**src/rtl/spi_xfer_arbiter_if.sv**
```systemverilog
// Bundle between the two-requester SPI transfer arbiter, its requesters and the SPI byte core.
// req_i is a level request held until done_o/err_o; tx_rd_o, rx_valid_o, done_o and err_o are
// single-cycle strobes with no backpressure; core_valid_i is only accepted while waiting for a byte.
interface spi_xfer_arbiter_if #(
  parameter int BYTE_SIZE = 8
);
  logic [1:0]           req_i;
  logic [3:0]           len0_i;
  logic [3:0]           len1_i;
  logic [BYTE_SIZE-1:0] txd0_i;
  logic [BYTE_SIZE-1:0] txd1_i;
  logic [1:0]           tx_rd_o;
  logic [BYTE_SIZE-1:0] rx_data_o;
  logic [1:0]           rx_valid_o;
  logic [1:0]           gnt_o;
  logic [1:0]           done_o;
  logic [1:0]           err_o;
  logic [1:0]           ssn_o;
  logic [BYTE_SIZE-1:0] core_data_o;
  logic                 core_wren_o;
  logic [8:0]           core_clk_div_o;
  logic [BYTE_SIZE-1:0] core_data_i;
  logic                 core_valid_i;
  logic [2:0]           state_o;

  modport slave (
    input  req_i, len0_i, len1_i, txd0_i, txd1_i, core_data_i, core_valid_i,
    output tx_rd_o, rx_data_o, rx_valid_o, gnt_o, done_o, err_o, ssn_o,
           core_data_o, core_wren_o, core_clk_div_o, state_o
  );

  modport master (
    output req_i, len0_i, len1_i, txd0_i, txd1_i, core_data_i, core_valid_i,
    input  tx_rd_o, rx_data_o, rx_valid_o, gnt_o, done_o, err_o, ssn_o,
           core_data_o, core_wren_o, core_clk_div_o, state_o
  );
endinterface

```
**src/rtl/spi_xfer_arbiter.sv**
```systemverilog
// Round-robin arbiter giving two requesters exclusive use of one SPI byte core, framing each
// multi-byte transfer with chip-select setup/hold and a per-byte response timeout.
module spi_xfer_arbiter #(
  parameter int         BYTE_SIZE = 8,
  parameter int         SETUP_CYC = 4,
  parameter int         HOLD_CYC  = 4,
  parameter logic [8:0] DIV0      = 9'd1,
  parameter logic [8:0] DIV1      = 9'd1,
  parameter int         TMO_CYC   = 1023
) (
  input  logic clk_i,
  input  logic rst_i,
  spi_xfer_arbiter_if.slave bus
);
  typedef enum logic [2:0] {
    S_IDLE  = 3'd0,
    S_SETUP = 3'd1,
    S_LOAD  = 3'd2,
    S_WAIT  = 3'd3,
    S_HOLD  = 3'd4
  } state_t;

  localparam int CW = $clog2(TMO_CYC + 1);

  state_t               r_state;
  state_t               w_next;
  logic [CW-1:0]        r_cnt;
  logic [4:0]           r_rem;
  logic                 r_sel;
  logic                 r_last;
  logic [1:0]           r_gnt;
  logic [1:0]           r_ssn;
  logic [1:0]           r_rx_valid;
  logic [1:0]           r_done;
  logic [1:0]           r_err;
  logic [BYTE_SIZE-1:0] r_rx_data;
  logic [8:0]           r_div;

  logic       w_req_any;
  logic       w_win;
  logic [3:0] w_len;
  logic [1:0] w_sel_oh;
  logic       w_setup_end;
  logic       w_hold_end;
  logic       w_tmo;

  // On a tie the requester that did not win last time gets the bus.
  assign w_req_any   = |bus.req_i;
  assign w_win       = (bus.req_i == 2'b11) ? ~r_last : bus.req_i[1];
  assign w_len       = w_win ? bus.len1_i : bus.len0_i;
  assign w_sel_oh    = r_sel ? 2'b10 : 2'b01;
  assign w_setup_end = (r_cnt == CW'(SETUP_CYC - 1));
  assign w_hold_end  = (r_cnt == CW'(HOLD_CYC - 1));
  // The LOAD cycle counts as the first of the TMO_CYC budget, so WAIT gives up one cycle earlier.
  assign w_tmo       = (r_cnt == CW'(TMO_CYC - 2));

  always_ff @(posedge clk_i or posedge rst_i) begin
    if (rst_i) r_state <= S_IDLE;
    else       r_state <= w_next;
  end

  always_comb begin
    w_next = r_state;
    case (r_state)
      S_IDLE:  if (w_req_any) w_next = S_SETUP;
      S_SETUP: if (w_setup_end) w_next = S_LOAD;
      S_LOAD:  w_next = S_WAIT;
      S_WAIT: begin
        if (bus.core_valid_i)  w_next = (r_rem <= 5'd1) ? S_HOLD : S_LOAD;
        else if (w_tmo)        w_next = S_IDLE;
      end
      S_HOLD:  if (w_hold_end) w_next = S_IDLE;
      default: w_next = S_IDLE;
    endcase
  end

  always_comb begin
    bus.core_wren_o = 1'b0;
    bus.core_data_o = '0;
    bus.tx_rd_o     = 2'b00;
    if (r_state == S_LOAD) begin
      bus.core_wren_o = 1'b1;
      bus.core_data_o = r_sel ? bus.txd1_i : bus.txd0_i;
      bus.tx_rd_o     = w_sel_oh;
    end
  end

  always_ff @(posedge clk_i or posedge rst_i) begin
    if (rst_i) begin
      r_cnt      <= '0;
      r_rem      <= 5'd0;
      r_sel      <= 1'b0;
      r_last     <= 1'b1;
      r_gnt      <= 2'b00;
      r_ssn      <= 2'b11;
      r_rx_valid <= 2'b00;
      r_done     <= 2'b00;
      r_err      <= 2'b00;
      r_rx_data  <= '0;
      r_div      <= DIV0;
    end else begin
      r_rx_valid <= 2'b00;
      r_done     <= 2'b00;
      r_err      <= 2'b00;
      r_cnt      <= (w_next != r_state || r_state == S_IDLE) ? '0 : r_cnt + 1'b1;
      case (r_state)
        S_IDLE: begin
          if (w_req_any) begin
            r_sel  <= w_win;
            r_last <= w_win;
            r_gnt  <= w_win ? 2'b10 : 2'b01;
            r_ssn  <= w_win ? 2'b01 : 2'b10;
            r_rem  <= (w_len == 4'd0) ? 5'd16 : {1'b0, w_len};
            r_div  <= w_win ? DIV1 : DIV0;
          end
        end
        S_WAIT: begin
          if (bus.core_valid_i) begin
            r_rx_data  <= bus.core_data_i;
            r_rx_valid <= w_sel_oh;
            if (r_rem != 5'd0) r_rem <= r_rem - 5'd1;
          end else if (w_tmo) begin
            r_ssn <= 2'b11;
            r_gnt <= 2'b00;
            r_err <= w_sel_oh;
          end
        end
        S_HOLD: begin
          if (w_hold_end) begin
            r_ssn  <= 2'b11;
            r_gnt  <= 2'b00;
            r_done <= w_sel_oh;
          end
        end
        default: ;
      endcase
    end
  end

  assign bus.gnt_o          = r_gnt;
  assign bus.ssn_o          = r_ssn;
  assign bus.rx_valid_o     = r_rx_valid;
  assign bus.rx_data_o      = r_rx_data;
  assign bus.done_o         = r_done;
  assign bus.err_o          = r_err;
  assign bus.core_clk_div_o = r_div;
  assign bus.state_o        = r_state;
endmodule

```
**src/flat_wrapper.sv**
```systemverilog
// flat-port wrapper written by rule: the top's interface ports become plain ports
module spi_xfer_arbiter_flat 
#(
  parameter int         BYTE_SIZE = 8,
  parameter int         SETUP_CYC = 4,
  parameter int         HOLD_CYC  = 4,
  parameter logic [8:0] DIV0      = 9'd1,
  parameter logic [8:0] DIV1      = 9'd1,
  parameter int         TMO_CYC   = 1023
)
  (clk_i, rst_i, bus_req_i, bus_len0_i, bus_len1_i, bus_txd0_i, bus_txd1_i, bus_core_data_i, bus_core_valid_i, bus_tx_rd_o, bus_rx_data_o, bus_rx_valid_o, bus_gnt_o, bus_done_o, bus_err_o, bus_ssn_o, bus_core_data_o, bus_core_wren_o, bus_core_clk_div_o, bus_state_o);
  spi_xfer_arbiter_if #(.BYTE_SIZE(BYTE_SIZE)) bus_i ();
  input  logic clk_i;
  input  logic rst_i;
  input wire logic [$bits(bus_i.req_i)-1:0] bus_req_i;
  input wire logic [$bits(bus_i.len0_i)-1:0] bus_len0_i;
  input wire logic [$bits(bus_i.len1_i)-1:0] bus_len1_i;
  input wire logic [$bits(bus_i.txd0_i)-1:0] bus_txd0_i;
  input wire logic [$bits(bus_i.txd1_i)-1:0] bus_txd1_i;
  input wire logic [$bits(bus_i.core_data_i)-1:0] bus_core_data_i;
  input wire logic [$bits(bus_i.core_valid_i)-1:0] bus_core_valid_i;
  output wire logic [$bits(bus_i.tx_rd_o)-1:0] bus_tx_rd_o;
  output wire logic [$bits(bus_i.rx_data_o)-1:0] bus_rx_data_o;
  output wire logic [$bits(bus_i.rx_valid_o)-1:0] bus_rx_valid_o;
  output wire logic [$bits(bus_i.gnt_o)-1:0] bus_gnt_o;
  output wire logic [$bits(bus_i.done_o)-1:0] bus_done_o;
  output wire logic [$bits(bus_i.err_o)-1:0] bus_err_o;
  output wire logic [$bits(bus_i.ssn_o)-1:0] bus_ssn_o;
  output wire logic [$bits(bus_i.core_data_o)-1:0] bus_core_data_o;
  output wire logic [$bits(bus_i.core_wren_o)-1:0] bus_core_wren_o;
  output wire logic [$bits(bus_i.core_clk_div_o)-1:0] bus_core_clk_div_o;
  output wire logic [$bits(bus_i.state_o)-1:0] bus_state_o;
  assign bus_i.req_i = bus_req_i;
  assign bus_i.len0_i = bus_len0_i;
  assign bus_i.len1_i = bus_len1_i;
  assign bus_i.txd0_i = bus_txd0_i;
  assign bus_i.txd1_i = bus_txd1_i;
  assign bus_i.core_data_i = bus_core_data_i;
  assign bus_i.core_valid_i = bus_core_valid_i;
  assign bus_tx_rd_o = bus_i.tx_rd_o;
  assign bus_rx_data_o = bus_i.rx_data_o;
  assign bus_rx_valid_o = bus_i.rx_valid_o;
  assign bus_gnt_o = bus_i.gnt_o;
  assign bus_done_o = bus_i.done_o;
  assign bus_err_o = bus_i.err_o;
  assign bus_ssn_o = bus_i.ssn_o;
  assign bus_core_data_o = bus_i.core_data_o;
  assign bus_core_wren_o = bus_i.core_wren_o;
  assign bus_core_clk_div_o = bus_i.core_clk_div_o;
  assign bus_state_o = bus_i.state_o;
  spi_xfer_arbiter #(.BYTE_SIZE(BYTE_SIZE), .SETUP_CYC(SETUP_CYC), .HOLD_CYC(HOLD_CYC), .DIV0(DIV0), .DIV1(DIV1), .TMO_CYC(TMO_CYC)) u_core (.clk_i(clk_i), .rst_i(rst_i), .bus(bus_i));
endmodule
```
**config.mk**
```make
export PLATFORM = sky130hd
export DESIGN_NAME = spi_xfer_arbiter_flat
export DESIGN_NICKNAME = d
export VERILOG_FILES = /design/src/rtl/spi_xfer_arbiter_if.sv /design/src/rtl/spi_xfer_arbiter.sv /design/src/flat_wrapper.sv
export SDC_FILE = /design/constraint.sdc
export NUM_CORES = 1
export LEC_CHECK = 0
export CAP_MARGIN = 25
export CORE_ASPECT_RATIO = 0.9
export CORE_MARGIN = 3
export CORE_UTILIZATION = 30
export DETAILED_ROUTE_END_ITERATION = 8
export PLACE_DENSITY_LB_ADDON = 0.05
export SKIP_LAST_GASP = 1
export SLEW_MARGIN = 20
export SYNTH_ARGS = -nofsm -noshare
export SYNTH_HDL_FRONTEND = slang
export SYNTH_SLANG_ARGS = --single-unit
```
**constraint.sdc**
```tcl
create_clock -name clk_i -period 1.8 [get_ports clk_i]
set_input_delay 0.27 -clock clk_i [delete_from_list [all_inputs] [get_ports clk_i]]
set_output_delay 0.27 -clock clk_i [all_outputs]
set_load 0.05 [all_outputs]
```
-- Yosys cells after proc, flatten, opt, wreduce, memory -nomap -nowiden
Cells that the tools add are included.
- add/sub/neg operators: 2
- order comparisons: 1
- equality and inequality tests: 14
- mux-type cells: 39
- bitwise gates (word level): 1
- reduce and logical (&&, ||, !) cells: 11
- operators with widths (cell ; count):
    2-to-1 mux 2 bit ; 19
    2-to-1 mux 5 bit ; 4
    2-to-1 mux 3 bit ; 6
    2-to-1 mux 8 bit ; 2
    one-hot mux 3 bit (5 select lines) ; 1
    one-hot mux 2 bit (3 select lines) ; 2
    adder 10 x 1 -> 10 bit, second input constant ; 1
    == test 10 bit, second input constant ; 1
    == test 10 x 2 -> 1 bit, second input constant ; 1
    2-to-1 mux 10 bit ; 1
    one-hot mux 5 bit (2 select lines) ; 1
    != test 2 x 1 -> 1 bit, second input constant ; 4
    == test 3 x 2 -> 1 bit, second input constant ; 2
    less-or-equal comparator 5 x 1 -> 1 bit, second input constant ; 1
    AND reduction 5 bit ; 1
    nonzero test 5 bit ; 1
    subtractor 5 x 1 -> 5 bit, second input constant ; 1
    zero test 4 bit ; 1
    2-to-1 mux 4 bit ; 1
    != test 2 bit, second input constant ; 2
    AND reduction 2 bit ; 2
    AND reduction 4 bit ; 1
    == test 3 x 1 -> 1 bit, second input constant ; 1
    == test 3 bit, second input constant ; 1
    9 further kinds ; 10
- bits in registers: 38
- bits of input ports: 37
- output and inout bits: 41
- word-level logic and storage cells: 79

-- Logic depth before layout (Yosys ltp)
Gate-level depths: netlist of run 1.
- word-level depth: 7
- depth in mapped cells: 9
- depth with buffers taken out: 7

-- Worst setup path after synthesis of run 1
OpenSTA, ideal clock, no wires.
- path kind: register to output
- start: register u_core.r_state[2] (netlist: u_core.bus.state_o[2])
- end: output bus_core_data_o[0]
- arrival: 1909 ps
- required time: 1530 ps
- path slack: -379 ps
- stages on the path, launching flop included: 6
- buffers on the path: 2
- cell sequence: dfrtp_1 > buf_4 > nor2_1 > nand2_1 > clkbuf_1 > nor2_1
- longest elaborated chain between the ends: 2
- ends and longest elaborated chain (item ; line ; source):
    start, declared ; spi_xfer_arbiter.sv:25 ; state_t r_state;
    start signal, assigned ; spi_xfer_arbiter.sv:59 ; else r_state <= w_next;
    == test 3 x 2 -> 1 bit ; spi_xfer_arbiter.sv:81 ; if (r_state == S_LOAD) begin
    2-to-1 mux 8 bit ; spi_xfer_arbiter.sv:81 ;
    end, declared ; flat_wrapper.sv:29 ; output wire logic [$bits(bus_i.core_data_o)-1:0] bus_core_data_o;
No other way between the ends.

-- Worst setup path after layout of run 1
- start: register u_core.r_cnt[0]
- end: register u_core.r_cnt[7]
- longest elaborated chain between the ends: 7
- elaborated cells between the ends (all ways): 11
- classes of those cells: add/sub: 1; eq/ne: 3; mux: 6; reduce/logical: 1
- ends and longest elaborated chain (item ; line ; source):
    start, declared ; spi_xfer_arbiter.sv:27 ; logic [CW-1:0] r_cnt;
    start signal, assigned ; spi_xfer_arbiter.sv:105 ; r_cnt <= (w_next != r_state || r_state == S_IDLE) ? '0 : r_cnt + 1'b1;
    == test 10 bit ; spi_xfer_arbiter.sv:55 ; assign w_tmo = (r_cnt == CW'(TMO_CYC - 2));
    2-to-1 mux 3 bit ; spi_xfer_arbiter.sv:70 ; else if (w_tmo) w_next = S_IDLE;
    2-to-1 mux 3 bit ; spi_xfer_arbiter.sv:69 ; if (bus.core_valid_i) w_next = (r_rem <= 5'd1) ? S_HOLD : S_LOAD;
    one-hot mux 3 bit (5 select lines) ; spi_xfer_arbiter.sv:64 ; case (r_state)
    != test 3 bit ; spi_xfer_arbiter.sv:105 ;
    logical OR 1 bit ; spi_xfer_arbiter.sv:105 ;
    2-to-1 mux 10 bit * ; spi_xfer_arbiter.sv:105 ;
Mark *: on every way between the ends. The rest lies on a longest branch, timed or not.
A chain may end at the register's enable or synchronous reset.

==> results.cfg, run 1 <==
[routing]
drt-initial-drc-count = 85
wl_mm = 5.63
via_per_inst = 4.71
vias = 1927
routedWlPerCell_um = 13.8
first_pass_iters = 4
ant_nets = 0
drc_errors = 0

[timing]
rsz0062_at_grt = yes
tightest_slew_ps = 504
timing.final.crit_share_pct = 96.6
setup_ws_ps = 61.8
hold_viol = 0
clock_skew_ps = 6.81
fin_tns_setup_ps = 0
hold-worst-slack_ps = 329
setup_viol = 0
finalCriticalPeriod_ps = 1740
drv_slew = 0
slew_headroom_pct = 66.3
fmax_ghz = 0.575

[worst_setup_path]
cp-start-kind = flip-flop
r2r_slack_ps = 60
r2r_start = u_core.r_cnt[0]$_DFF_PP0_
criticalPathCategory = reg -> reg
cp_data_arrival_time_ps = 1940
required_ps = 2010
path_max_fanout = 10
startpoint = u_core.r_cnt[0]$_DFF_PP0_
reg2reg_depth = 6
worst_setup_path_end_kind = flip-flop
r2r-end = u_core.r_cnt[7]$_DFF_PP0_
endpoint = u_core.r_cnt[7]$_DFF_PP0_

[global_routing]
grt.total_usage_pct = 13.9
grt_max_degree = 39
grt_remaining_overflow = 0
grt_pass1_vias = 1859
antenna_found_initial = 0
grt_pass1_wl_mm = 9.06

[synthesis]
synth-seq-area-share_pct = 44.0
netlist_area_um2 = 2170
yosys-top-cells-area = dfrtp_1 (40%), mux2i_1 (5.1%), mux2_2 (4.7%), nor2_1 (4.7%), nor3_1 (3.9%)
synthArstFlopShare_pct = 100
yosysWarnings = 0
ys.flop_type = dfrtp_1
ys_ff_latch = 38
synth-edff-count = 0
netlist_instances = 225
syn_area_per_cell_um2 = 9.64
ys_types = 54
synth_top_area_share_pct = 40.4
synth_top_area_cell = dfrtp_1

[power]
clock_power_share_pct = 17.2
seqPwrFrac_pct = 26.1
p_per_area_nw_per_um2 = 1470
irDropWorstVdd_mv = 0.984
total_power_mw = 5.13
combPwrFrac_pct = 56.7
leakage_nw = 1.49
p_int_mw = 2.93
p_sw_mw = 2.20
p_sw_share_pct = 42.9

[finish]
syn2layout_area_growth_pct = 61.2
layout_common_cells = clkdlybuf4s50_1 (47), buf_4 (40), dfrtp_1 (31)
post-route-util_pct = 51.4
final_common_cell = clkdlybuf4s50_1
layout.nets = 360
fillers = 628
layout-drive-gt1-share_pct = 32.9
stdcell_count = 409
num_antenna_cells = 0
final_cell_area_um2 = 3500

[die]
dieWidth_um = 95.6
start_util_pct = 31.9
num_rows = 28
io_pins = 78
core_area_um2 = 6800
die_y_um = 86.7
design.die.area_um2 = 8290

[clock_tree]
clk_path_buf_depth = 2
cts_hold_buf = 0
clock_latency_ps = 290
clkSlewWorstSetupHoldPaths_ps = 80
cts_root_buffer = clkbuf_8
htree_levels = 2
clock_sinks = 38
cts_buffers = 5
cts_tree = yes

[placement]
dp.cells = 395
gp_congestion = 0.737
placed_area_um2 = 3260
port_buffers = 68
pre_cts_ws_ps = -132
dp_hpwl_mm = 4.18

[run_status]
status = finished, final reports clean

[run]
drv_cap = 0

[worst_hold_path]
min-delay-path-class = in -> async
[power by group through the flow]
| stage | registers [mW] | logic (mW) | clock network (mW) |
|---|---|---|---|
| finish | 1.34 | 2.91 | 0.880 |
| global route | 1.38 | 3.13 | 0.943 |
| CTS | 1.34 | 2.83 | 0.901 |
| detailed placement | 1.39 | 2.77 | 0 |
| global placement | 1.39 | 2.75 | 0 |
| floorplan | 1.89 | 1.26 | 0 |
[worst min-delay path by stage]
| stage | end | from | cells after the start | slack (ps) |
|---|---|---|---|---|
| global placement | u_core.bus.rx_data_o[2]$_DFFE_PP0P_ | u_core.bus.rx_data_o[2]$_DFFE_PP0P_ | 1 | 490 |
| floorplan | u_core.r_last$_DFFE_PP1P_ | bus_req_i[0] | 1 | 330 |
| global route | u_core.bus.rx_valid_o[0]$_DFF_PP0_ | rst_i | 3 | 370 |
| CTS | u_core.bus.rx_valid_o[0]$_DFF_PP0_ | rst_i | 3 | 330 |
| finish | u_core.bus.rx_valid_o[0]$_DFF_PP0_ | rst_i | 3 | 330 |
| detailed placement | u_core.bus.gnt_o[1]$_DFFE_PP0P_ | u_core.bus.gnt_o[1]$_DFFE_PP0P_ | 1 | 490 |
[registers in the layout, indices dropped and copies added (netlist names)]
signal	flops
u_core.bus.ssn_o	2
u_core.r_last	1
u_core.bus.state_o	3
u_core.bus.err_o	2
u_core.bus.gnt_o	2
u_core.r_cnt	10
u_core.r_rem	5
u_core.bus.done_o	2
u_core.r_sel	1
u_core.bus.rx_valid_o	2
u_core.bus.rx_data_o	8
[what timing repair did]
item,in CTS,in global routing
gates cloned,0,0
setup buffers,2,4
gates resized for setup,1,14
endpoints found under the hold margin,0,0
setup endpoints to repair,11,27
[critical path: stages (launching register included)]
cell and delay (ps):
dfrtp_1 430, ha_2 210, nor3b_1 130, and3_1 200, o311a_1 370, buf_12 150, nor3_1 170
[routing by layer]
layer	global-route usage (%)	vias up	wire length [µm]	share of wire, %
met3	5.47	2	538	9.6
li1	-	957	-	-
met2	19.6	60	2300	41
met4	3.49	0	29	0.52
met1	19.8	908	2760	49
met5	0	-	0	0
[kinds of logic (layout without fill, tap and decap cells)]
kind of cell               after synthesis  after routing  synth area share, %
muxes                                   20             20                 9.75
adders and majority gates                5              5                 2.89
buffers and inverters                   30            117                 7.91
xor gates and xnor gates                 9              9                 3.64
DFF                                     38             38                 44.0
and+or+nand+nor                         83             83                 19.7
AOI/OAI and AO/OA                       38             38                 11.7
other                                    2              9                0.346
[Yosys cell counts, types with 4 or more instances]
| cell type | n |
|---|---|
| nor2_1 | 27 |
| buf_2 | 4 |
| dfrtp_1 | 35 |
| mux2i_1 | 11 |
| mux2_2 | 9 |
| xnor2_1 | 4 |
| ha_1 | 5 |
| nand3_1 | 5 |
| a21oi_1 | 7 |
| buf_4 | 10 |
| inv_1 | 7 |
| clkbuf_1 | 6 |
| o21ai_0 | 10 |
| nor3_1 | 17 |
| nor4_1 | 4 |
| nand2_1 | 10 |
| xor2_1 | 5 |
[final cells by class]
class                   instances  area [µm²]  area share [%]
clock inverters                 3        68.8            1.97
flip-flops and latches         38         960            27.5
repair buffers                102        1070            30.6
inverters                       7        30.0           0.859
well taps                      90         113            3.22
clock buffers                   5        68.8            1.97
multi-input cells             164        1180            33.9
Note: power is estimated with default switching activity, not from simulation.
==> inputs of run 2 (changes only) <==
--- a/config.mk
+++ b/config.mk
@@ -5,6 +5,7 @@
 export SDC_FILE = /design/constraint.sdc
 export NUM_CORES = 1
 export LEC_CHECK = 0
+export ABC_AREA = 0
 export CAP_MARGIN = 25
 export CORE_ASPECT_RATIO = 0.9
 export CORE_MARGIN = 3
==> results of run 2 <==
The final DEF is identical to that of run 1; final timing and power are the same.
